## src/rtl/data_pipe_pkg.sv

```systemverilog
// Shared defaults, control struct and helpers for the elastic data pipe.
package data_pipe_pkg;
  localparam int DEF_WIDTH    = 8;
  localparam int DEF_CHANNELS = 1;
  localparam int DEF_DEPTH    = 2;

  typedef struct packed {
    logic valid;  // word presented to this stage
    logic flush;  // discard held word
    logic ld;     // stage advances this cycle
  } stage_ctl_t;

  function automatic int clog2(input int v);
    int r;
    r = 0;
    while ((1 << r) < v) r++;
    return r;
  endfunction
endpackage

// Lane idx of a packed multi-lane word, lane0 in the LSBs.
`define DP_LANE(word, idx, w) word[(idx)*(w) +: (w)]

```

## src/rtl/data_pipe_elastic_if.sv

```systemverilog
// Producer/consumer handshake bundle of the elastic data pipe.
interface data_pipe_elastic_if #(
  parameter int WIDTH    = data_pipe_pkg::DEF_WIDTH,
  parameter int CHANNELS = data_pipe_pkg::DEF_CHANNELS,
  parameter int DEPTH    = data_pipe_pkg::DEF_DEPTH
);
  import data_pipe_pkg::*;
  localparam int LVL_W = clog2(DEPTH + 1);

  logic [WIDTH*CHANNELS-1:0] DATA_I;
  logic                      VALID_I;
  logic                      READY_O;
  logic [WIDTH*CHANNELS-1:0] DATA_O;
  logic                      VALID_O;
  logic                      READY_I;
  logic                      FLUSH_I;
  logic [LVL_W-1:0]          LEVEL_O;

  modport slave (
    input  DATA_I, VALID_I, READY_I, FLUSH_I,
    output READY_O, DATA_O, VALID_O, LEVEL_O
  );
  modport master (
    output DATA_I, VALID_I, READY_I, FLUSH_I,
    input  READY_O, DATA_O, VALID_O, LEVEL_O
  );
endinterface

```

## src/rtl/data_pipe_stage.sv

```systemverilog
// One elastic register of the data pipe: a word and its valid bit.
module data_pipe_stage
  import data_pipe_pkg::*;
#(
  parameter int DW = 8
)(
  input  logic          gclk,
  input  logic          grst_n,
  input  stage_ctl_t    ctl,
  input  logic [DW-1:0] in_data,
  output logic [DW-1:0] data,
  output logic          valid
);
  always_ff @(posedge gclk or negedge grst_n) begin
    if (!grst_n) begin
      valid <= 1'b0;
      data  <= '0;
    end else begin
      if (ctl.flush)   valid <= 1'b0;
      else if (ctl.ld) valid <= ctl.valid;
      // Bubbles never overwrite data, so the output keeps its last real word.
      if (ctl.ld && ctl.valid) data <= in_data;
    end
  end
endmodule

```

## src/rtl/data_pipe_elastic.sv

```systemverilog
// DEPTH-stage elastic pipe: stage chain, ready ripple, flush gating, occupancy count.
module data_pipe_elastic
  import data_pipe_pkg::*;
#(
  parameter int WIDTH    = DEF_WIDTH,
  parameter int CHANNELS = DEF_CHANNELS,
  parameter int DEPTH    = DEF_DEPTH
)(
  input logic                CLK_I,
  input logic                RST_X,
  data_pipe_elastic_if.slave bus
);
  localparam int DW    = WIDTH * CHANNELS;
  localparam int LVL_W = clog2(DEPTH + 1);

  logic [DEPTH:0][DW-1:0] data_chain;
  logic [DEPTH:0]         vld_pipe;
  logic [DEPTH-1:0]       adv;
  logic [LVL_W-1:0]       level;
  logic                   in_xfer;
  logic                   out_xfer;

  // Index 0 is the producer side; index k+1 is the output of stage k.
  assign data_chain[0] = bus.DATA_I;
  assign vld_pipe[0]   = bus.VALID_I & ~bus.FLUSH_I;

  for (genvar k = 0; k < DEPTH; k++) begin : g_stage
    stage_ctl_t ctl;
    // Unrolled ripple: stage k moves if any stage from k to the output has a hole.
    assign adv[k]    = bus.READY_I | ~(&vld_pipe[DEPTH:k+1]);
    assign ctl.valid = vld_pipe[k];
    assign ctl.flush = bus.FLUSH_I;
    assign ctl.ld    = adv[k];

    data_pipe_stage #(.DW(DW)) u_stage (
      .gclk    (CLK_I),
      .grst_n  (RST_X),
      .ctl     (ctl),
      .in_data (data_chain[k]),
      .data    (data_chain[k+1]),
      .valid   (vld_pipe[k+1])
    );
  end

  assign bus.READY_O = adv[0] & ~bus.FLUSH_I;
  assign bus.VALID_O = vld_pipe[DEPTH];
  assign bus.DATA_O  = data_chain[DEPTH];
  assign bus.LEVEL_O = level;

  assign in_xfer  = bus.VALID_I & bus.READY_O;
  assign out_xfer = bus.VALID_O & bus.READY_I;

  always_ff @(posedge CLK_I or negedge RST_X) begin
    if (!RST_X)           level <= '0;
    else if (bus.FLUSH_I) level <= '0;
    else                  level <= level + LVL_W'(in_xfer) - LVL_W'(out_xfer);
  end
endmodule
```

## src/flat_wrapper.sv

```systemverilog
// flat-port wrapper written by rule: the top's interface ports become plain ports
module data_pipe_elastic_flat import data_pipe_pkg::*;
#(
  parameter int WIDTH    = DEF_WIDTH,
  parameter int CHANNELS = DEF_CHANNELS,
  parameter int DEPTH    = DEF_DEPTH
)
  (CLK_I, RST_X, bus_DATA_I, bus_VALID_I, bus_READY_I, bus_FLUSH_I, bus_READY_O, bus_DATA_O, bus_VALID_O, bus_LEVEL_O);
  data_pipe_elastic_if #(.WIDTH(WIDTH), .CHANNELS(CHANNELS), .DEPTH(DEPTH)) bus_i ();
  input logic CLK_I;
  input logic RST_X;
  input wire logic [$bits(bus_i.DATA_I)-1:0] bus_DATA_I;
  input wire logic [$bits(bus_i.VALID_I)-1:0] bus_VALID_I;
  input wire logic [$bits(bus_i.READY_I)-1:0] bus_READY_I;
  input wire logic [$bits(bus_i.FLUSH_I)-1:0] bus_FLUSH_I;
  output wire logic [$bits(bus_i.READY_O)-1:0] bus_READY_O;
  output wire logic [$bits(bus_i.DATA_O)-1:0] bus_DATA_O;
  output wire logic [$bits(bus_i.VALID_O)-1:0] bus_VALID_O;
  output wire logic [$bits(bus_i.LEVEL_O)-1:0] bus_LEVEL_O;
  assign bus_i.DATA_I = bus_DATA_I;
  assign bus_i.VALID_I = bus_VALID_I;
  assign bus_i.READY_I = bus_READY_I;
  assign bus_i.FLUSH_I = bus_FLUSH_I;
  assign bus_READY_O = bus_i.READY_O;
  assign bus_DATA_O = bus_i.DATA_O;
  assign bus_VALID_O = bus_i.VALID_O;
  assign bus_LEVEL_O = bus_i.LEVEL_O;
  data_pipe_elastic #(.WIDTH(WIDTH), .CHANNELS(CHANNELS), .DEPTH(DEPTH)) u_core (.CLK_I(CLK_I), .RST_X(RST_X), .bus(bus_i));
endmodule
```

## config.mk

```make
export PLATFORM = sky130hd
export DESIGN_NAME = data_pipe_elastic_flat
export DESIGN_NICKNAME = d
export VERILOG_FILES = /design/src/rtl/data_pipe_pkg.sv /design/src/rtl/data_pipe_elastic_if.sv /design/src/rtl/data_pipe_stage.sv /design/src/rtl/data_pipe_elastic.sv /design/src/flat_wrapper.sv
export SDC_FILE = /design/constraint.sdc
export NUM_CORES = 1
export LEC_CHECK = 0
export BUFFER_PORTS_ARGS = -buffer_cell sky130_fd_sc_hd__buf_2
export CAP_MARGIN = 20
export CELL_PAD_IN_SITES_DETAIL_PLACEMENT = 0
export CELL_PAD_IN_SITES_GLOBAL_PLACEMENT = 1
export CORE_MARGIN = 4
export CORE_UTILIZATION = 36
export DETAILED_ROUTE_END_ITERATION = 10
export PLACE_DENSITY_LB_ADDON = 0.05
export SLEW_MARGIN = 15
export SYNTH_ARGS = -nofsm -noshare
export SYNTH_HDL_FRONTEND = slang
export SYNTH_HIERARCHICAL = 1
export SYNTH_SLANG_ARGS = --single-unit
```

## constraint.sdc

```tcl
create_clock -name CLK_I -period 1.33 [get_ports CLK_I]
set_input_delay 0.0665 -clock CLK_I [delete_from_list [all_inputs] [get_ports CLK_I]]
set_output_delay 0.0665 -clock CLK_I [all_outputs]
set_load 0.02 [all_outputs]
```

==> impl_metrics.yaml <==
die:
  die_h_microns: 57.7
  pin_count: 25
  die_w_microns: 57.7
  die-area_sq_um: 3330
  num_rows: 17
  initial_core_util: 0.390
  core_sq_um: 2280
clock_network:
  clk_latency_ns: 0.30
  clock-sinks: 20
  clk_path_buf_depth: 2
  cts_tree: "built"
  cts_buffers: 3
  ctsRootBufferMaster: "clkbuf_4"
  clk_transition_reported_paths_ns: 0.11
  h-tree-depth: 1
global_routing:
  grt_overflow: 0
  grt_pass1_vias: 585
  grt_pass1_wl_microns: 2660
  grt_start_max_net_pins: 21
  antenna_found_initial: 0
  track_usage: 0.105
yosys:
  synth_cell_types: 14
  yosys-top-cells-area: "dfrtp_1 (56%), mux2_4 (27%), ha_1 (2.8%)"
  syn-num-nets: 69
  avgSynthCellArea_sq_um: 16.5
  synth_common_cells: "dfrtp_1 (20), mux2_4 (16), nor2b_1 (3)"
  yosysWarnings: 6
  seq_area_frac_synth: 0.563
  synthFlopType: "dfrtp_1"
  yosysTopAreaCell: "dfrtp_1"
  synth_cells: 54
  synth_top_area_share: 0.563
  synth_most_common_cell: "dfrtp_1"
  synth_area_sq_um: 888
  ys_ff_latch: 20
  synth_edf_count: 0
  synth-async-reset-ratio: 1.00
power_and_ir_drop:
  leakagePower_nw: 0.650
  power_density_nw_per_um2: 1390
  totalPowerFinal_mw: 1.73
  vdd_ir_drop_max_v: 0.000915
drt:
  drt_wl_total_microns: 1540
  route.vias.total: 550
  wire_per_inst_microns: 12.3
  drc_errors: 0
  drt_iter0_drc: 3
  dr.pass1.iters: 2
  ant_nets: 0
  viasPerCell: 4.40
placed_design:
  gp_congestion: 0.677
  dp.cells: 112
  numPortBuffers: 24
  dp_hpwl_microns: 1070
sta:
  fin_crit_sh: 1.06
  slew_violations: 0
  holdWs_ns: 0.0531
  fin_crit_ns: 1.42
  clock_skew_ns: 0.00771
  timing.fmax_mhz: 707
  layout_setup_ws_ns: -0.0851
  worst_slew_pin_slew_ns: 0.450
  fin_setup_tns_ns: -0.135
  slew_headroom: 0.700
  setup_violations: 2
  rsz0062_at_grt: "true"
  report.final.hold_viol_count: 0
cells_and_area:
  final_core_util: 0.546
  syn_to_final_growth_pct: 39.9
  nets: 113
  instances_no_fill: 125
  n_antenna_cell: 0
  drive_above_1_share: 0.577
critical_path:
  worstPathArrival_ns: 1.65
  ff2ff_setup_slack_ns: -0.09
  path_class: "flip-flop to flip-flop"
  cp.required_ns: 1.57
  path_max_fanout: 4
  start_kind: "flip-flop"
  crit_path_end_kind: "flip-flop"
flow_run:
  max-cap-violations: 0
run_status:
  violations: "setup timing"
  status: "finished with violations"
hold_path:
  hold_path.class: "primary input to flip-flop"
-- registers in the layout, summed over array words and instances (netlist names) --
| name | flops |
|---|---|
| u_core/g_stage.u_stage/data | 16 |
| u_core/bus.LEVEL_O | 2 |
| u_core/g_stage.u_stage/valid | 2 |
-- timing repair --
item	CTS	global route
setup endpoints to repair	3	3
resized for setup	1	1
pin swaps	1	1
hold endpoints to repair	28	0
buffers inserted	0	1
hold buffers	9	0
-- area by class of cell --
type,instances,area [sq um]
Inverter,1,3.75
Multi-Input combinational cell,33,392
Timing Repair Buffer,39,258
Tap cell,28,35.0
Sequential cell,20,502
Clock inverter,1,30.0
Clock buffer,3,22.5
Fill cell,201,1030
-- power breakdown --
group	internal, mW	switching, mW
logic	0.255	0.201
clock network	0.305	0.188
registers	0.721	0.0580
-- per-stage QoR --
step                      cell area, sq um  setup WS [ns]
after floorplan                        890         -0.167
after CTS                             1230         -0.106
after detailed placement              1090        -0.0771
final                                 1240        -0.0851
after global placement                1090        -0.0295
after global routing                  1240         -0.190
-- routing by layer --
layer  share of wire  wire length [microns]  global-route usage  up-vias
met5               0                      0                   0        -
met4               0                      0              0.0199        0
li1                -                      -                   -      273
met3           0.077                    118              0.0490        0
met1            0.46                    707               0.142      261
met2            0.46                    715               0.155       16
-- critical path: stages (launching register included) --
cell and delay (ns):
dfrtp_2 0.43, nand3b_1 0.11, nand2_1 0.07, ha_1 0.27
inv_1 0.06, ha_1 0.14, xnor3_1 0.20, nor2_1 0.09
-- cell usage in the layout (no fill, tap or decap), drive strengths merged --
cell type    count
buf             30
and2             1
bufinv           1
nor2             1
ha               2
nand3b           1
inv              1
nand2b           3
nand2            3
dlygate4sd3      9
nor2b            3
xnor3            1
clkbuf           3
dfrtp           20
mux2            16
a21oi            2
-- worst paths after layout --
check	from	to	cells after the start
worst max-delay path	u_core/g_stage[1].u_stage/valid	u_core/bus.LEVEL_O[1]	7
worst min-delay path	bus_FLUSH_I	u_core/bus.LEVEL_O[0]	3
worst max register to register	u_core/g_stage[1].u_stage/valid	u_core/bus.LEVEL_O[1]	7
worst min register to register	u_core/g_stage[0].u_stage/data[4]	u_core/g_stage[1].u_stage/data[4]	1
max in group asynchronous	RST_X	u_core/g_stage[1].u_stage/valid	2
min in group asynchronous	RST_X	u_core/g_stage[1].u_stage/data[1]	2
-- cell families (layout without fill, tap and decap cells) --
kind of cell / count (synthesis) / count (layout) / synth area share
flops: 20 / 20 / 0.563
buf+inv: 1 / 44 / 0.00422
xor+xnor: 1 / 1 / 0.0254
fa+ha+maj: 2 / 2 / 0.0282
mux: 16 / 16 / 0.270
simple gates: 12 / 12 / 0.0972
compound gates: 2 / 2 / 0.0113
No activity file was read; power rests on OpenSTA's default activity.
